--- src/rtl/core_pkg.sv ---
// Shared definitions for the scalar RV32I core: data width, NOP encoding,
// reset vector and the fetch-stage state encoding.
package core_pkg;
    localparam int XLEN = 32;
    localparam logic [XLEN-1:0] INST_NOP         = 32'h0000_0013;
    localparam logic [XLEN-1:0] RESET_PC_DEFAULT = 32'h0000_0000;

    typedef enum logic {
        FETCH_RUN,
        FETCH_FAULT
    } fetch_state_t;
endpackage

--- src/rtl/fetch_pc_gen.sv ---
// Next-PC selection and misaligned-target detection for the fetch stage.
// Purely combinational; the caller decides whether the results are applied.
module fetch_pc_gen
    import core_pkg::*;
(
    input  logic [XLEN-1:0] pc,
    input  logic            redirect_valid,
    input  logic [XLEN-1:0] redirect_pc,
    input  logic            stall,
    output logic [XLEN-1:0] pc_next,
    output logic            fault_detect,
    output logic            load_ifid
);
    logic misaligned;

    assign misaligned   = |redirect_pc[1:0];
    assign fault_detect = redirect_valid & misaligned;
    // A redirect always wins over a stall, aligned or not.
    assign load_ifid    = ~redirect_valid & ~stall;

    always_comb begin
        if (redirect_valid) begin
            pc_next = redirect_pc;
        end else if (stall) begin
            pc_next = pc;
        end else begin
            pc_next = pc + 32'd4;
        end
    end
endmodule

--- src/rtl/ifetch_stage.sv ---
// Instruction-fetch stage: owns the PC, fills the IF/ID register from a
// combinational instruction memory and hands entries to decode via valid/ready.
module ifetch_stage
    import core_pkg::*;
#(
    parameter logic [31:0] RESET_PC = RESET_PC_DEFAULT
) (
    input  logic        clk,
    input  logic        rst,
    output logic [31:0] imem_addr,
    input  logic [31:0] imem_inst,
    input  logic        redirect_valid,
    input  logic [31:0] redirect_pc,
    input  logic        id_ready,
    output logic        id_valid,
    output logic [31:0] id_pc,
    output logic [31:0] id_inst,
    output logic [31:0] id_pc4,
    output logic        fetch_fault,
    output logic [31:0] fetch_count
);
    fetch_state_t    state_reg, state_next;
    logic [XLEN-1:0] pc_reg, pc_next;
    logic            id_valid_reg, id_valid_next;
    logic [XLEN-1:0] id_pc_reg, id_pc_next;
    logic [XLEN-1:0] id_inst_reg, id_inst_next;
    logic [XLEN-1:0] count_reg, count_next;

    logic            stall;
    logic [XLEN-1:0] gen_pc_next;
    logic            gen_fault;
    logic            gen_load;

    assign stall = id_valid_reg & ~id_ready;

    fetch_pc_gen u_pc_gen (
        .pc             (pc_reg),
        .redirect_valid (redirect_valid),
        .redirect_pc    (redirect_pc),
        .stall          (stall),
        .pc_next        (gen_pc_next),
        .fault_detect   (gen_fault),
        .load_ifid      (gen_load)
    );

    always_ff @(posedge clk) begin
        if (rst) begin
            state_reg    <= FETCH_RUN;
            pc_reg       <= RESET_PC;
            id_valid_reg <= 1'b0;
            id_pc_reg    <= '0;
            id_inst_reg  <= INST_NOP;
            count_reg    <= '0;
        end else begin
            state_reg    <= state_next;
            pc_reg       <= pc_next;
            id_valid_reg <= id_valid_next;
            id_pc_reg    <= id_pc_next;
            id_inst_reg  <= id_inst_next;
            count_reg    <= count_next;
        end
    end

    always_comb begin
        state_next    = state_reg;
        pc_next       = pc_reg;
        id_valid_next = id_valid_reg;
        id_pc_next    = id_pc_reg;
        id_inst_next  = id_inst_reg;
        // Counts the handshake even on the edge where a redirect flushes.
        count_next    = count_reg + {31'd0, id_valid_reg & id_ready};

        case (state_reg)
            FETCH_RUN: begin
                pc_next = gen_pc_next;
                if (redirect_valid) begin
                    id_valid_next = 1'b0;
                    id_pc_next    = '0;
                    id_inst_next  = INST_NOP;
                    if (gen_fault) begin
                        state_next = FETCH_FAULT;
                    end
                end else if (gen_load) begin
                    id_valid_next = 1'b1;
                    id_pc_next    = pc_reg;
                    id_inst_next  = imem_inst;
                end
            end
            FETCH_FAULT: begin
                id_valid_next = 1'b0;
            end
            default: begin
                state_next = FETCH_FAULT;
            end
        endcase
    end

    assign imem_addr   = pc_reg;
    assign id_valid    = id_valid_reg;
    assign id_pc       = id_pc_reg;
    assign id_inst     = id_inst_reg;
    assign id_pc4      = id_pc_reg + 32'd4;
    assign fetch_fault = (state_reg == FETCH_FAULT);
    assign fetch_count = count_reg;
endmodule

--- config.mk ---
export PLATFORM = sky130hd
export DESIGN_NAME = ifetch_stage
export DESIGN_NICKNAME = d
export VERILOG_FILES = /design/src/rtl/core_pkg.sv /design/src/rtl/fetch_pc_gen.sv /design/src/rtl/ifetch_stage.sv
export SDC_FILE = /design/constraint.sdc
export NUM_CORES = 1
export LEC_CHECK = 0
export ABC_AREA = 1
export CELL_PAD_IN_SITES_DETAIL_PLACEMENT = 0
export CELL_PAD_IN_SITES_GLOBAL_PLACEMENT = 1
export CORE_MARGIN = 5
export CORE_UTILIZATION = 30
export DETAILED_ROUTE_END_ITERATION = 10
export PLACE_DENSITY = 0.77
export SYNTH_ARGS = -nofsm -noshare
export SYNTH_HDL_FRONTEND = slang
export SYNTH_HIERARCHICAL = 1
export SYNTH_SLANG_ARGS = --single-unit
--- constraint.sdc ---
create_clock -name clk -period 3.3 [get_ports clk]
set_input_delay 0.495 -clock clk [delete_from_list [all_inputs] [get_ports clk]]
set_output_delay 0.495 -clock clk [all_outputs]
set_load 0.01 [all_outputs]
[Yosys cells after proc, flatten, opt, wreduce, memory -nomap -nowiden]
Cells that the tools add are included.
Storage, ports and cells
  register bits after elaboration: 130
  output and inout port bits: 162
  logic and storage cells: 35
Operators by class
  $add $sub $neg: 3
  eq/ne operators: 2
  mux-type cells: 12
  bitwise operators: 8
  reduce and logical (&&, ||, !) cells: 4
Operator list (number)
  2-to-1 mux 32 bit: 6
  adder 32 x 3 -> 32 bit, second input constant: 2
  adder 32 x 1 -> 32 bit: 1
  2-to-1 mux 1 bit: 5
  AND 1 bit: 4
  inverter 1 bit: 4
  AND reduction 2 bit: 2
  inequality test 3 bit, second input constant: 1
  inequality test 2 bit, second input constant: 1
  case mux 1 bit (2 select lines): 1
  nonzero test 2 bit: 1
  OR reduction 2 bit: 1

[Depth between registers and ports, before layout]
  word-level depth: 7
  depth in mapped cells: 13

[By module]
Netlist, hierarchy kept.
Modules (own cells, without submodules)
  ifetch_stage: times used 1, cells an instance 846, area an instance 5826.8 sq um, sequential area each 2602.5 sq um
  fetch_pc_gen: times used 1, cells an instance 267, area an instance 1275.0 sq um, sequential area each 0.0 sq um

[Least setup slack after synthesis]
OpenSTA, ideal clock, no wires.
  path kind: reg2out
  from: register id_pc_reg[3], in the netlist id_pc[3]
  to: output port id_pc4[16]
  arrival time: 1358 ps
  setup slack: 1447 ps
  cell stages (with the launch flop): 6
  path through: dfxtp_1 > ha_1 > nand3_2 > nor2_1 > nand3_1 > xnor2_1
Between the ends
  longest elaborated chain between the ends: 1
RTL lines
  start, declared: line ifetch_stage.sv:25  | logic [XLEN-1:0] id_pc_reg, id_pc_next;
  start signal, assigned: line ifetch_stage.sv:58  | id_pc_reg <= id_pc_next;
  adder 32 x 3 -> 32 bit: line ifetch_stage.sv:102  | assign id_pc4 = id_pc_reg + 32'd4;
  end, declared: line ifetch_stage.sv:18  | output logic [31:0] id_pc4,
Every way passes these cells.

[Worst setup path after layout]
  from: register id_pc_reg[3], in the netlist id_pc[3]
  to: output port id_pc4[22]
The elaborated chain is that of the path after synthesis.

==> flow_metrics.tcl <==
set metrics [dict create \
    clk_path_buf_depth 2 \
    cp.required_ns 2.80 \
    cpPeakStageDelay_ns 0.53 \
    core_um2 23400 \
    pin_count 230 \
    r2r-start "imem_addr[2]$_SDFFE_PP0N_" \
    seqCellArea_um2 2600 \
    yosys-top-cells-count "nand2_1 (376), nor2_1 (190), dfxtp_1 (130)" \
    via_count 7657 \
    postCtsSetupBuffers 0 \
    yosysMostFrequentCell "nand2_1" \
    seq_area_frac_synth 0.366 \
    crit_chain "ha_1 -> nand3_2 -> inv_2 -> nand2_2 -> inv_2 -> nand2_2 -> nor2_1 -> nand2_1 -> nand2_1 -> clkdlybuf4s50_1" \
    tightest_slew_ns 0.864 \
    max_cap_violations 0 \
    fin_crit_ns 2.87 \
    drtPass1Iterations 5 \
    slowest_stage "clkdlybuf4s50_1" \
    startpoint_type "flip-flop" \
    io_buffer_count 229 \
    drtIter0Drc 463 \
    antenna_found_initial 1 \
    hold_class "reg -> reg" \
    report.final.slew_viol_count 0 \
    power_density_nw_per_um2 421 \
    endpoint "id_pc4[22]" \
    reg2reg_depth 12 \
    yosys_warnings 6 \
    yosysTopAreaCellShare 0.366 \
    vias_per_cell 4.61 \
    critPathArrivalTime_ns 2.38 \
    clk_pin_slew_ns 0.06 \
    clockRootBuffer "clkbuf_16" \
    crit_cells 10 \
    fmax_mhz 348 \
    synthCells 1113 \
    skew_ns 0.0105 \
    crit_type "reg -> out" \
    cts_tree "done" \
    hold_viol 0 \
    synthArstFlopShare 0 \
    cp_num_buf_inv 3 \
    nFillCells 2517 \
    syn2layout_area_growth_pct 45.1 \
    crit_family "buffers and inverters" \
    synth-seq-cells 130 \
    fp.dieW_um 164 \
    placementRows 56 \
    dp.cells 1630 \
    ant_nets 0 \
    synth_ff_type "dfxtp_1" \
    synth_top_area_cell "dfxtp_1" \
    r2r-end "imem_addr[26]$_SDFFE_PP0N_" \
    hpwlAfterDp_um 18600 \
    grt_max_degree 77 \
    drive_gt1_frac 0.0753 \
    syn_nets 1186 \
    gr-usage-all-layers 0.186 \
    startpoint "id_pc[3]$_SDFFE_PP0P_" \
    wirelength_um 25100 \
    die_y_um 164 \
    multi_input_area_um2 4050 \
    grt_pass1_wl_um 39600 \
    synth_area_leaders "dfxtp_1 (37%), nand2_1 (20%), nor2_1 (10%)" \
    fin_crit_sh 0.870 \
    synth-edff-count 0 \
    power_leakage_uw 0.00381 \
    htreeDepth 4 \
    drc 0 \
    grt_pass1_vias 7263 \
    rrSetupSlack_ns 1.25 \
    rsz0062_at_grt "false" \
    end_kind "output pin" \
    gp_congestion 0.845 \
    synth.avg_cell_area_um2 6.38 \
    cts_sinks 130 \
    finalSetupViolCount 0 \
    dieArea_um2 26900 \
    status "completed" \
    final_cells 1661 \
    netlist_area_um2 7100 \
    post_drt_wl_per_cell_um 15.1 \
    final_nets 1403 \
    initial_utilization 0.303 \
    relSlewSlack 0.424 \
    max-vdd-ir-drop_uv 355 \
    power.total_uw 4330 \
    cts_resized 0 \
    antenna_cells 0 \
    clock_latency_ns 0.42 \
    grt-ovfl-total 0 \
    cts_buffers 17 \
    cts_hold_buf 0 \
    critPathMaxFanout 5 \
    totalNegativeSetupSlack_ns 0 \
    synth.distinct_cells 38 \
]
==> metal layers <==
metal  vias up  wire (um)  part of all wire  global-route usage
li1       3960          -                 -                   -
met1      3437      11100              0.44               0.235
met2       228      11400              0.45               0.305
met3        30       2190             0.088              0.0635
met4         2        373             0.015              0.0477
met5         -         10           0.00040                   0
==> layout by cell type (no fill, tap or decap), types with 4 or more instances in the layout <==
| master | netlist | final |
|---|---|---|
| nor3_1 | 8 | 8 |
| nor2_4 | 10 | 10 |
| buf_4 | 8 | 10 |
| dfxtp_1 | 130 | 130 |
| ha_1 | 5 | 5 |
| nand3_2 | 4 | 4 |
| nand4_1 | 9 | 9 |
| clkbuf_16 | 0 | 17 |
| or2_2 | 6 | 6 |
| xor2_1 | 16 | 16 |
| nand3b_1 | 9 | 9 |
| a21oi_1 | 86 | 86 |
| xnor2_1 | 13 | 13 |
| nand3_1 | 49 | 49 |
| clkdlybuf4s50_1 | 0 | 227 |
| inv_2 | 7 | 7 |
| o21ai_0 | 45 | 45 |
| nand2_2 | 11 | 11 |
| nor2_2 | 14 | 14 |
| nand2_1 | 376 | 376 |
| bufinv_16 | 0 | 5 |
| inv_1 | 60 | 60 |
| nor2_1 | 190 | 190 |
==> through the flow <==
stage	instance area, um2	util	hold WS [ns]	setup slack (ns)
after global placement	9670	0.413	0.450	0.864
after CTS	10300	0.440	0.465	0.400
after global routing	10300	0.440	0.484	0.268
final	10300	0.440	0.462	0.428
after detailed placement	9670	0.413	0.456	0.757
after floorplan	7100	-	0.488	1.45
==> worst reg2reg max path: stages (launching register included) <==
cell     delay (ns)
dfxtp_1        0.54
ha_1           0.23
nand2_1        0.08
nor2_2         0.27
nand2_1        0.11
nor2_2         0.20
nand3_1        0.09
nand2_1        0.06
nand3_1        0.07
nand2_1        0.09
inv_1          0.03
o21ai_0        0.13
nor2_1         0.05
==> report_power, final <==
part | internal (uW) | switching [uW] | leakage [uW]
Clock | 1330 | 733 | 0.000305
Sequential | 1630 | 101 | 0.00106
Combinational | 267 | 268 | 0.00245
==> how the worst min path moves through the flow <==
stage                              from                  endpoint  slack [ns]  cells after the start
6_report       id_inst[13]$_SDFFE_PP0P_  id_inst[13]$_SDFFE_PP0P_        0.46                      2
4_1_cts        id_inst[13]$_SDFFE_PP0P_  id_inst[13]$_SDFFE_PP0P_        0.46                      2
2_1_floorplan  id_inst[10]$_SDFFE_PP0P_  id_inst[10]$_SDFFE_PP0P_        0.49                      2
3_5_place_dp   id_inst[22]$_SDFFE_PP0P_  id_inst[22]$_SDFFE_PP0P_        0.46                      2
3_3_place_gp    id_inst[3]$_SDFFE_PP0P_   id_inst[3]$_SDFFE_PP0P_        0.45                      2
5_1_grt        id_inst[16]$_SDFFE_PP0P_  id_inst[16]$_SDFFE_PP0P_        0.48                      2
==> logic make-up (layout without fill, tap and decap cells) <==
logic type,after synthesis,count (layout),share of synthesized area
compound gates,144,144,0.104
xor+xnor,29,29,0.0358
fa+ha+maj,5,5,0.00881
buf+inv,109,338,0.0640
flops,130,130,0.366
simple gates,696,696,0.421
==> layout make-up <==
type                            instances  share of cell area
Clock inverter                         14              0.0208
Tap cell                              319              0.0387
Clock buffer                           17              0.0413
Inverter                               68              0.0248
Timing Repair Buffer                  239               0.229
Multi-Input combinational cell        874               0.393
Sequential cell                       130               0.253
No activity file was read; power rests on OpenSTA's default activity.
